`config.mk`:
```
export PLATFORM = sky130hd
export DESIGN_NAME = iterative_divider_flat
export DESIGN_NICKNAME = d
export VERILOG_FILES = /design/src/rtl/iterative_divider_pkg.sv /design/src/rtl/iterative_divider_if.sv /design/src/rtl/iterative_divider_div_step.sv /design/src/rtl/iterative_divider.sv /design/src/flat_wrapper.sv
export SDC_FILE = /design/constraint.sdc
export NUM_CORES = 1
export LEC_CHECK = 0
export BUFFER_PORTS_ARGS = -buffer_cell sky130_fd_sc_hd__buf_2
export CORE_ASPECT_RATIO = 1.25
export CORE_MARGIN = 2
export CORE_UTILIZATION = 30
export DETAILED_ROUTE_END_ITERATION = 10
export SLEW_MARGIN = 30
export SYNTH_ARGS = -nofsm -noshare
export SYNTH_HDL_FRONTEND = slang
export SYNTH_SLANG_ARGS = --single-unit
```
`constraint.sdc`:
```
create_clock -name clk -period 2.9 [get_ports clk]
set_input_delay 0.29 -clock clk [delete_from_list [all_inputs] [get_ports clk]]
set_output_delay 0.29 -clock clk [all_outputs]
set_load 0.02 [all_outputs]
```
`src/rtl/iterative_divider_pkg.sv`:
```
`default_nettype none
// ============================================================================
// Module   : iterative_divider_pkg
// Purpose  : Shared types and defaults for the iterative restoring divider
//            (state encoding, default widths, divide-by-zero quotient).
// Revision : 1.0 - initial release
// ============================================================================
package iterative_divider_pkg;

  localparam int DIV_DATA_WIDTH = 32;
  localparam int DIV_CNT_WIDTH  = 5;

  // Quotient reported when the divisor is zero (all ones at the default width)
  localparam logic [DIV_DATA_WIDTH-1:0] DIV_ZERO_QUOTIENT = '1;

  typedef enum logic [1:0] {
    IDLE = 2'd0,
    CALC = 2'd1,
    FIX  = 2'd2,
    ZERO = 2'd3
  } div_state_t;

endpackage : iterative_divider_pkg
`default_nettype wire

```
`src/rtl/iterative_divider_if.sv`:
```
`default_nettype none
// ============================================================================
// Module   : iterative_divider_if
// Purpose  : Request/result bundle between the EX-stage controller (master)
//            and the iterative divider (slave).
// Revision : 1.0 - initial release
// ============================================================================
interface iterative_divider_if
  import iterative_divider_pkg::*;
#(
  parameter int DATA_WIDTH = DIV_DATA_WIDTH
);

  logic                  start;
  logic                  signed_div;
  logic                  cancel;
  logic [DATA_WIDTH-1:0] operand_1;
  logic [DATA_WIDTH-1:0] operand_2;
  logic                  busy;
  logic                  done;
  logic [DATA_WIDTH-1:0] result_lo;
  logic [DATA_WIDTH-1:0] result_hi;
  logic                  div_by_zero;

  modport master (
    output start, signed_div, cancel, operand_1, operand_2,
    input  busy, done, result_lo, result_hi, div_by_zero
  );

  modport slave (
    input  start, signed_div, cancel, operand_1, operand_2,
    output busy, done, result_lo, result_hi, div_by_zero
  );

endinterface : iterative_divider_if
`default_nettype wire

```
`src/rtl/iterative_divider_div_step.sv`:
```
`default_nettype none
// ============================================================================
// Module   : iterative_divider_div_step
// Purpose  : One radix-2 restoring iteration: shift {rem, quo} left, try to
//            subtract the divisor, keep the difference if it is non-negative.
// Revision : 1.0 - initial release
// ============================================================================
module iterative_divider_div_step #(
  parameter int DATA_WIDTH = 32
) (
  input  logic [DATA_WIDTH-1:0] i_rem,
  input  logic [DATA_WIDTH-1:0] i_quo,
  input  logic [DATA_WIDTH-1:0] i_divisor,
  output logic [DATA_WIDTH-1:0] o_rem,
  output logic [DATA_WIDTH-1:0] o_quo
);

  // rem < divisor always holds on entry, so the shifted remainder is below
  // 2*divisor and the trial difference lies in (-2^W, 2^W): W+1 bits are
  // enough and the top bit is a true sign.
  logic [DATA_WIDTH:0] w_shifted;
  logic [DATA_WIDTH:0] w_trial;

  // Trial subtraction and restore decision
  always_comb begin
    w_shifted = {i_rem, i_quo[DATA_WIDTH-1]};
    w_trial   = w_shifted - {1'b0, i_divisor};
    if (!w_trial[DATA_WIDTH]) begin
      o_rem = w_trial[DATA_WIDTH-1:0];
      o_quo = {i_quo[DATA_WIDTH-2:0], 1'b1};
    end else begin
      o_rem = w_shifted[DATA_WIDTH-1:0];
      o_quo = {i_quo[DATA_WIDTH-2:0], 1'b0};
    end
  end

endmodule : iterative_divider_div_step
`default_nettype wire

```
`src/rtl/iterative_divider.sv`:
```
`default_nettype none
// ============================================================================
// Module   : iterative_divider
// Purpose  : Multi-cycle DIV/DIVU unit for the EX stage. Quotient on
//            result_lo, remainder on result_hi. Magnitudes are divided with a
//            restoring loop and signs are applied in a final fix-up cycle.
// Revision : 1.0 - initial release
// ============================================================================
module iterative_divider
  import iterative_divider_pkg::*;
#(
  parameter int DATA_WIDTH = DIV_DATA_WIDTH,
  parameter int CNT_WIDTH  = DIV_CNT_WIDTH
) (
  input  logic                clk,
  input  logic                rst_n,
  iterative_divider_if.slave  bus
);

  localparam logic [DATA_WIDTH-1:0] C_ONE      = DATA_WIDTH'(1);
  localparam logic [CNT_WIDTH-1:0]  C_LAST_CNT = CNT_WIDTH'(DATA_WIDTH - 1);

  div_state_t            state_q,   state_d;
  logic [CNT_WIDTH-1:0]  cnt_q,     cnt_d;
  logic [DATA_WIDTH-1:0] rem_q,     rem_d;
  logic [DATA_WIDTH-1:0] quo_q,     quo_d;
  logic [DATA_WIDTH-1:0] div_q,     div_d;
  logic                  quo_neg_q, quo_neg_d;
  logic                  rem_neg_q, rem_neg_d;
  logic [DATA_WIDTH-1:0] lo_q,      lo_d;
  logic [DATA_WIDTH-1:0] hi_q,      hi_d;
  logic                  dbz_q,     dbz_d;
  logic                  done_q,    done_d;
  logic                  busy_q,    busy_d;

  logic [DATA_WIDTH-1:0] w_step_rem;
  logic [DATA_WIDTH-1:0] w_step_quo;
  logic                  w_op1_neg;
  logic                  w_op2_neg;
  logic [DATA_WIDTH-1:0] w_op1_mag;
  logic [DATA_WIDTH-1:0] w_op2_mag;

  // Two's complement negation modulo 2^DATA_WIDTH
  function automatic logic [DATA_WIDTH-1:0] negate(input logic [DATA_WIDTH-1:0] v);
    return ~v + C_ONE;
  endfunction

  iterative_divider_div_step #(
    .DATA_WIDTH (DATA_WIDTH)
  ) u_div_step (
    .i_rem     (rem_q),
    .i_quo     (quo_q),
    .i_divisor (div_q),
    .o_rem     (w_step_rem),
    .o_quo     (w_step_quo)
  );

  // Operand signs and magnitudes; abs(most-negative) stays 2^(W-1) unsigned
  always_comb begin
    w_op1_neg = bus.signed_div & bus.operand_1[DATA_WIDTH-1];
    w_op2_neg = bus.signed_div & bus.operand_2[DATA_WIDTH-1];
    w_op1_mag = w_op1_neg ? negate(bus.operand_1) : bus.operand_1;
    w_op2_mag = w_op2_neg ? negate(bus.operand_2) : bus.operand_2;
  end

  // Next-state: accept, iterate, fix up signs or report divide-by-zero
  always_comb begin
    state_d   = state_q;
    cnt_d     = cnt_q;
    rem_d     = rem_q;
    quo_d     = quo_q;
    div_d     = div_q;
    quo_neg_d = quo_neg_q;
    rem_neg_d = rem_neg_q;
    lo_d      = lo_q;
    hi_d      = hi_q;
    dbz_d     = dbz_q;
    done_d    = 1'b0;

    unique case (state_q)
      IDLE: begin
        if (bus.start && !bus.cancel) begin
          cnt_d     = '0;
          rem_d     = '0;
          div_d     = w_op2_mag;
          quo_neg_d = w_op1_neg ^ w_op2_neg;
          rem_neg_d = w_op1_neg;
          if (bus.operand_2 == '0) begin
            // The quotient register carries the raw dividend to ZERO,
            // where it is published unmodified as the remainder.
            quo_d   = bus.operand_1;
            state_d = ZERO;
          end else begin
            quo_d   = w_op1_mag;
            state_d = CALC;
          end
        end
      end
      CALC: begin
        rem_d = w_step_rem;
        quo_d = w_step_quo;
        cnt_d = cnt_q + CNT_WIDTH'(1);
        if (cnt_q == C_LAST_CNT) begin
          state_d = FIX;
        end
      end
      FIX: begin
        lo_d    = quo_neg_q ? negate(quo_q) : quo_q;
        hi_d    = rem_neg_q ? negate(rem_q) : rem_q;
        dbz_d   = 1'b0;
        done_d  = 1'b1;
        state_d = IDLE;
      end
      ZERO: begin
        lo_d    = '1;
        hi_d    = quo_q;
        dbz_d   = 1'b1;
        done_d  = 1'b1;
        state_d = IDLE;
      end
      default: state_d = IDLE;
    endcase

    // A flush abandons the operation and leaves published results alone
    if (bus.cancel && (state_q != IDLE)) begin
      state_d = IDLE;
      lo_d    = lo_q;
      hi_d    = hi_q;
      dbz_d   = dbz_q;
      done_d  = 1'b0;
    end

    busy_d = (state_d != IDLE);
  end

  // State and result registers with asynchronous clear
  always_ff @(posedge clk or negedge rst_n) begin
    if (!rst_n) begin
      state_q   <= IDLE;
      cnt_q     <= '0;
      rem_q     <= '0;
      quo_q     <= '0;
      div_q     <= '0;
      quo_neg_q <= 1'b0;
      rem_neg_q <= 1'b0;
      lo_q      <= '0;
      hi_q      <= '0;
      dbz_q     <= 1'b0;
      done_q    <= 1'b0;
      busy_q    <= 1'b0;
    end else begin
      state_q   <= state_d;
      cnt_q     <= cnt_d;
      rem_q     <= rem_d;
      quo_q     <= quo_d;
      div_q     <= div_d;
      quo_neg_q <= quo_neg_d;
      rem_neg_q <= rem_neg_d;
      lo_q      <= lo_d;
      hi_q      <= hi_d;
      dbz_q     <= dbz_d;
      done_q    <= done_d;
      busy_q    <= busy_d;
    end
  end

  assign bus.busy        = busy_q;
  assign bus.done        = done_q;
  assign bus.result_lo   = lo_q;
  assign bus.result_hi   = hi_q;
  assign bus.div_by_zero = dbz_q;

endmodule : iterative_divider
`default_nettype wire

```
`src/flat_wrapper.sv`:
```
// flat-port wrapper written by rule: the top's interface ports become plain ports
module iterative_divider_flat import iterative_divider_pkg::*;
#(
  parameter int DATA_WIDTH = DIV_DATA_WIDTH,
  parameter int CNT_WIDTH  = DIV_CNT_WIDTH
)
  (clk, rst_n, bus_start, bus_signed_div, bus_cancel, bus_operand_1, bus_operand_2, bus_busy, bus_done, bus_result_lo, bus_result_hi, bus_div_by_zero);
  iterative_divider_if #(.DATA_WIDTH(DATA_WIDTH)) bus_i ();
  input  logic clk;
  input  logic rst_n;
  input wire logic [$bits(bus_i.start)-1:0] bus_start;
  input wire logic [$bits(bus_i.signed_div)-1:0] bus_signed_div;
  input wire logic [$bits(bus_i.cancel)-1:0] bus_cancel;
  input wire logic [$bits(bus_i.operand_1)-1:0] bus_operand_1;
  input wire logic [$bits(bus_i.operand_2)-1:0] bus_operand_2;
  output wire logic [$bits(bus_i.busy)-1:0] bus_busy;
  output wire logic [$bits(bus_i.done)-1:0] bus_done;
  output wire logic [$bits(bus_i.result_lo)-1:0] bus_result_lo;
  output wire logic [$bits(bus_i.result_hi)-1:0] bus_result_hi;
  output wire logic [$bits(bus_i.div_by_zero)-1:0] bus_div_by_zero;
  assign bus_i.start = bus_start;
  assign bus_i.signed_div = bus_signed_div;
  assign bus_i.cancel = bus_cancel;
  assign bus_i.operand_1 = bus_operand_1;
  assign bus_i.operand_2 = bus_operand_2;
  assign bus_busy = bus_i.busy;
  assign bus_done = bus_i.done;
  assign bus_result_lo = bus_i.result_lo;
  assign bus_result_hi = bus_i.result_hi;
  assign bus_div_by_zero = bus_i.div_by_zero;
  iterative_divider #(.DATA_WIDTH(DATA_WIDTH), .CNT_WIDTH(CNT_WIDTH)) u_core (.clk(clk), .rst_n(rst_n), .bus(bus_i));
endmodule
```
==> impl_results.md <==
- Status: complete, but fails checks
- Failing checks: negative setup slack
- Std-Cell Rows: 79
- Period minus WS final: 3.08 ns
- Syn avg cell area: 8.43 um^2
- GRT Util Overall: 17.5%
- Fin. max-slew vios: 0
- FF-to-FF Start: u_core.rem_q[5]
- Gr ovfl total: 0
- RSZ-0062 raised after global routing: yes
- Comb power frac: 57.8%
- Max-cap viol count: 0
- Vias in the first global route: 10300
- Core Util, Final: 38.9%
- Post-synthesis cell count: 1331
- RD Place Congestion: 0.846
- H-tree depth reported by CTS: 4
- Final setup fails: 7
- Vias/cell: 5.11
- Flop pwr share: 25.8%
- Worst-skew pair later-pin latency: 0.44 ns
- Initial DRC count: 771
- Net Sw Frac: 41.1%
- Endpoint class of the critical path: flop
- Total Power: 0.0131 W
- Critical Path Start: u_core.rem_q[5]
- Core Box Area: 0.0371 mm^2
- Nets: 1658
- Clk slew on worst S/H paths: 0.07 ns
- DRT Wirelength: 33800 um
- CP Launch Type: flop
- Post-synth top area share: 38.4%
- WP data required: 3.22 ns
- Crit-path max FO: 3
- Synth area leaders: dfrtp_1 (38%), o21ai_0 (8.4%), xor2_1 (5.9%)
- Critical Path AT: 3.40 ns
- Hold path start: bus_operand_2[1]
- Dpl hpwl: 25000 um
- Pin count of the biggest net entering global routing: 92
- Yosys reg bits: 172
- Clock Power Share: 16.4%
- Pwr/cell area: 911 mW/mm^2
- Hold Fails Final Rpt: 0
- Post-route antenna net violation count: 0
- Share of layout cells above drive strength 1: 25.0%
- Worst min-delay path category: primary input to flop
- WS Path Type: flop to flop
- First-pass GRT wire length: 54300 um
- Die width: 177 um
- Maximum root-to-sink buffer count: 2
- Synthesis Warnings: 0
- Most numerous cell in the Yosys netlist: o21ai_0
- Tcrit/Tclk final: 106%
- Die Ht: 220 um
- Ys async rst share: 100%
- CTS tree: done
- Dominant cell type by area after synthesis: dfrtp_1
- Area delta synth->final: 28.7%
- Critical path's slowest cell: or4_4
- Io pins: 136
- NetSw: 0.00540 W
- Drt wl/cell: 16.5 um
- Number of synthesized flops with an enable pin: 0
- Clock Tree Root: clkbuf_16
- Max-slew headroom: 46.2%
- Leakage Power: 6.46 nW
- Max Freq: 0.325 GHz
- Initial Utilization: 30.3%
- DR pass1 iterations: 5
- Post-Syn Area: 0.0112 mm^2
- Slowest cell delay on critical path: 0.55 ns
- Vias post-DR: 10500
- Yosys cell types: 64
- Syn nets: 1439
- Share of the yosys chip area belonging to registers: 38.4%
- Number of fillers in the final layout: 3796
- Internal power: 0.00774 W
- Critical-path cell list: or4_4 -> nor4_4 -> nand2_1 -> or3_4 -> or3_4 -> or4_4 -> o31ai_4 -> xor2_1 -> o21ai_1
- Final WS setup: -0.181 ns
- TritonCTS buffer count: 17
- Post-route DRC: 0
- Tightest Pin Transition: 0.806 ns
- IO Port Bufs: 135
- CTS sink count: 172
- Top_reg_cell synth: dfrtp_1
- Peak supply drop: 0.488 mV
- Full die area: 0.0390 mm^2
- Commonest cells post-synth: o21ai_0 (188), dfrtp_1 (172), nand2_1 (150)
- Antenna violations before repair: 1
- Clock skew: 0.00847 ns
## cell families (layout without fill, tap and decap cells)
group,Yosys count,in the layout,share of synthesized area (%)
multiplexers,9,9,0.814
AO/OA/AOI/OAI,448,448,24.4
other,0,1,0
XOR/XNOR,147,147,11.5
AND/OR/NAND/NOR,383,383,16.0
flip-flops,172,172,38.4
buffers and inverters,133,365,4.56
adder cells (fa/ha/maj),39,39,4.42
## area by class of cell
class	instances	area [um^2]	share of cell area, %
Antenna cell	1	2.50	0.0173
Clock buffer	19	453	3.14
Clock inverter	13	91.3	0.633
Inverter	56	210	1.46
Multi-Input combinational cell	1026	6800	47.2
Sequential cell	172	4310	29.8
Tap cell	486	608	4.21
Timing Repair Buffer	277	1950	13.5
## registers in the layout, summed over array words and instances, names as in the netlist
register and flops:
u_core.bus.busy 1, u_core.bus.div_by_zero 1, u_core.bus.done 1, u_core.bus.result_hi 32, u_core.bus.result_lo 32, u_core.cnt_q 5
u_core.div_q 32, u_core.quo_neg_q 1, u_core.quo_q 32, u_core.rem_neg_q 1, u_core.rem_q 32, u_core.state_q 2
## critical path: cells and delay by family (launching register included)
family,cells,cell delay [ns]
AO/OA/AOI/OAI,2,0.26
XOR/XNOR,1,0.17
flip-flops,1,0.41
AND/OR/NAND/NOR,6,2.12
## per-layer routing
layer  global-route usage, %  share of wire (%)  vias to the layer above
met1                    23.3                 45                     4982
li1                        -                  -                     5162
met5                       0                  0                        -
met3                    2.34                4.2                       56
met2                    28.7                 48                      272
met4                    6.75                2.7                        0
## worst paths after layout
| check | endpoint | slack (ns) | cells past startpoint |
|---|---|---|---|
| min reg2reg | u_core.bus.div_by_zero | 0.48 | 2 |
| max reg2reg | u_core.bus.result_hi[28] | -0.18 | 9 |
| min | u_core.div_q[1] | 0.13 | 3 |
| max in group asynchronous | u_core.rem_q[31] | 1.60 | 3 |
| min in group asynchronous | u_core.bus.result_lo[6] | 0.41 | 2 |
| max | u_core.bus.result_hi[28] | -0.18 | 9 |
## power groups by stage
stage	Sequential (W)	Combinational (W)	Clock, W
after detailed placement	0.00341	0.00612	0
after floorplan	0.00338	0.00392	0
final	0.00339	0.00760	0.00215
after CTS	0.00336	0.00704	0.00220
after global routing	0.00345	0.00835	0.00231
after global placement	0.00339	0.00604	0
## what timing repair did
item | in CTS | in global routing
endpoints found under the hold margin | 66 | 0
pin swaps | 18 | 37
gates cloned | 4 | 1
resized for setup | 48 | 78
endpoints found under the setup margin | 42 | 46
hold buffers | 1 | 0
setup buffers | 13 | 8
## layout by cell type, fill, tap and decap left out, types with 8 or more instances in the layout
cell and instances:
dfrtp_1 170, o21ai_0 149, nand2_1 148, buf_2 134, buf_4 122, nor2_1 92
a21oi_1 87, xor2_1 76, xnor2_1 69, inv_1 54, o21ai_1 34, a22oi_1 31
o22a_1 31, ha_1 29, nor3_1 20, nand3_1 19, o31ai_1 18, clkbuf_16 18
nand2b_1 12, or4_1 10, o41ai_1 10, nor4_1 9, a21oi_2 9, o211ai_1 9
buf_6 9, and3_1 8, or3_1 8, o21ai_2 8, o21a_1 8, mux2i_1 8
## stage by stage
step	area [um^2]	cells	hold slack, ns	setup TNS, ns	setup slack [ns]
2_1_floorplan	11200	1331	-0.00559	-0.383	-0.111
3_3_place_gp	13200	1993	0.324	-3.73	-0.214
3_5_place_dp	13200	1993	0.338	-5.66	-0.283
4_1_cts	14100	2043	0.109	-0.885	-0.170
5_1_grt	14400	2050	0.156	-2.72	-0.324
6_report	14400	2050	0.130	-0.889	-0.181
Power figures use the tool's default switching activity.
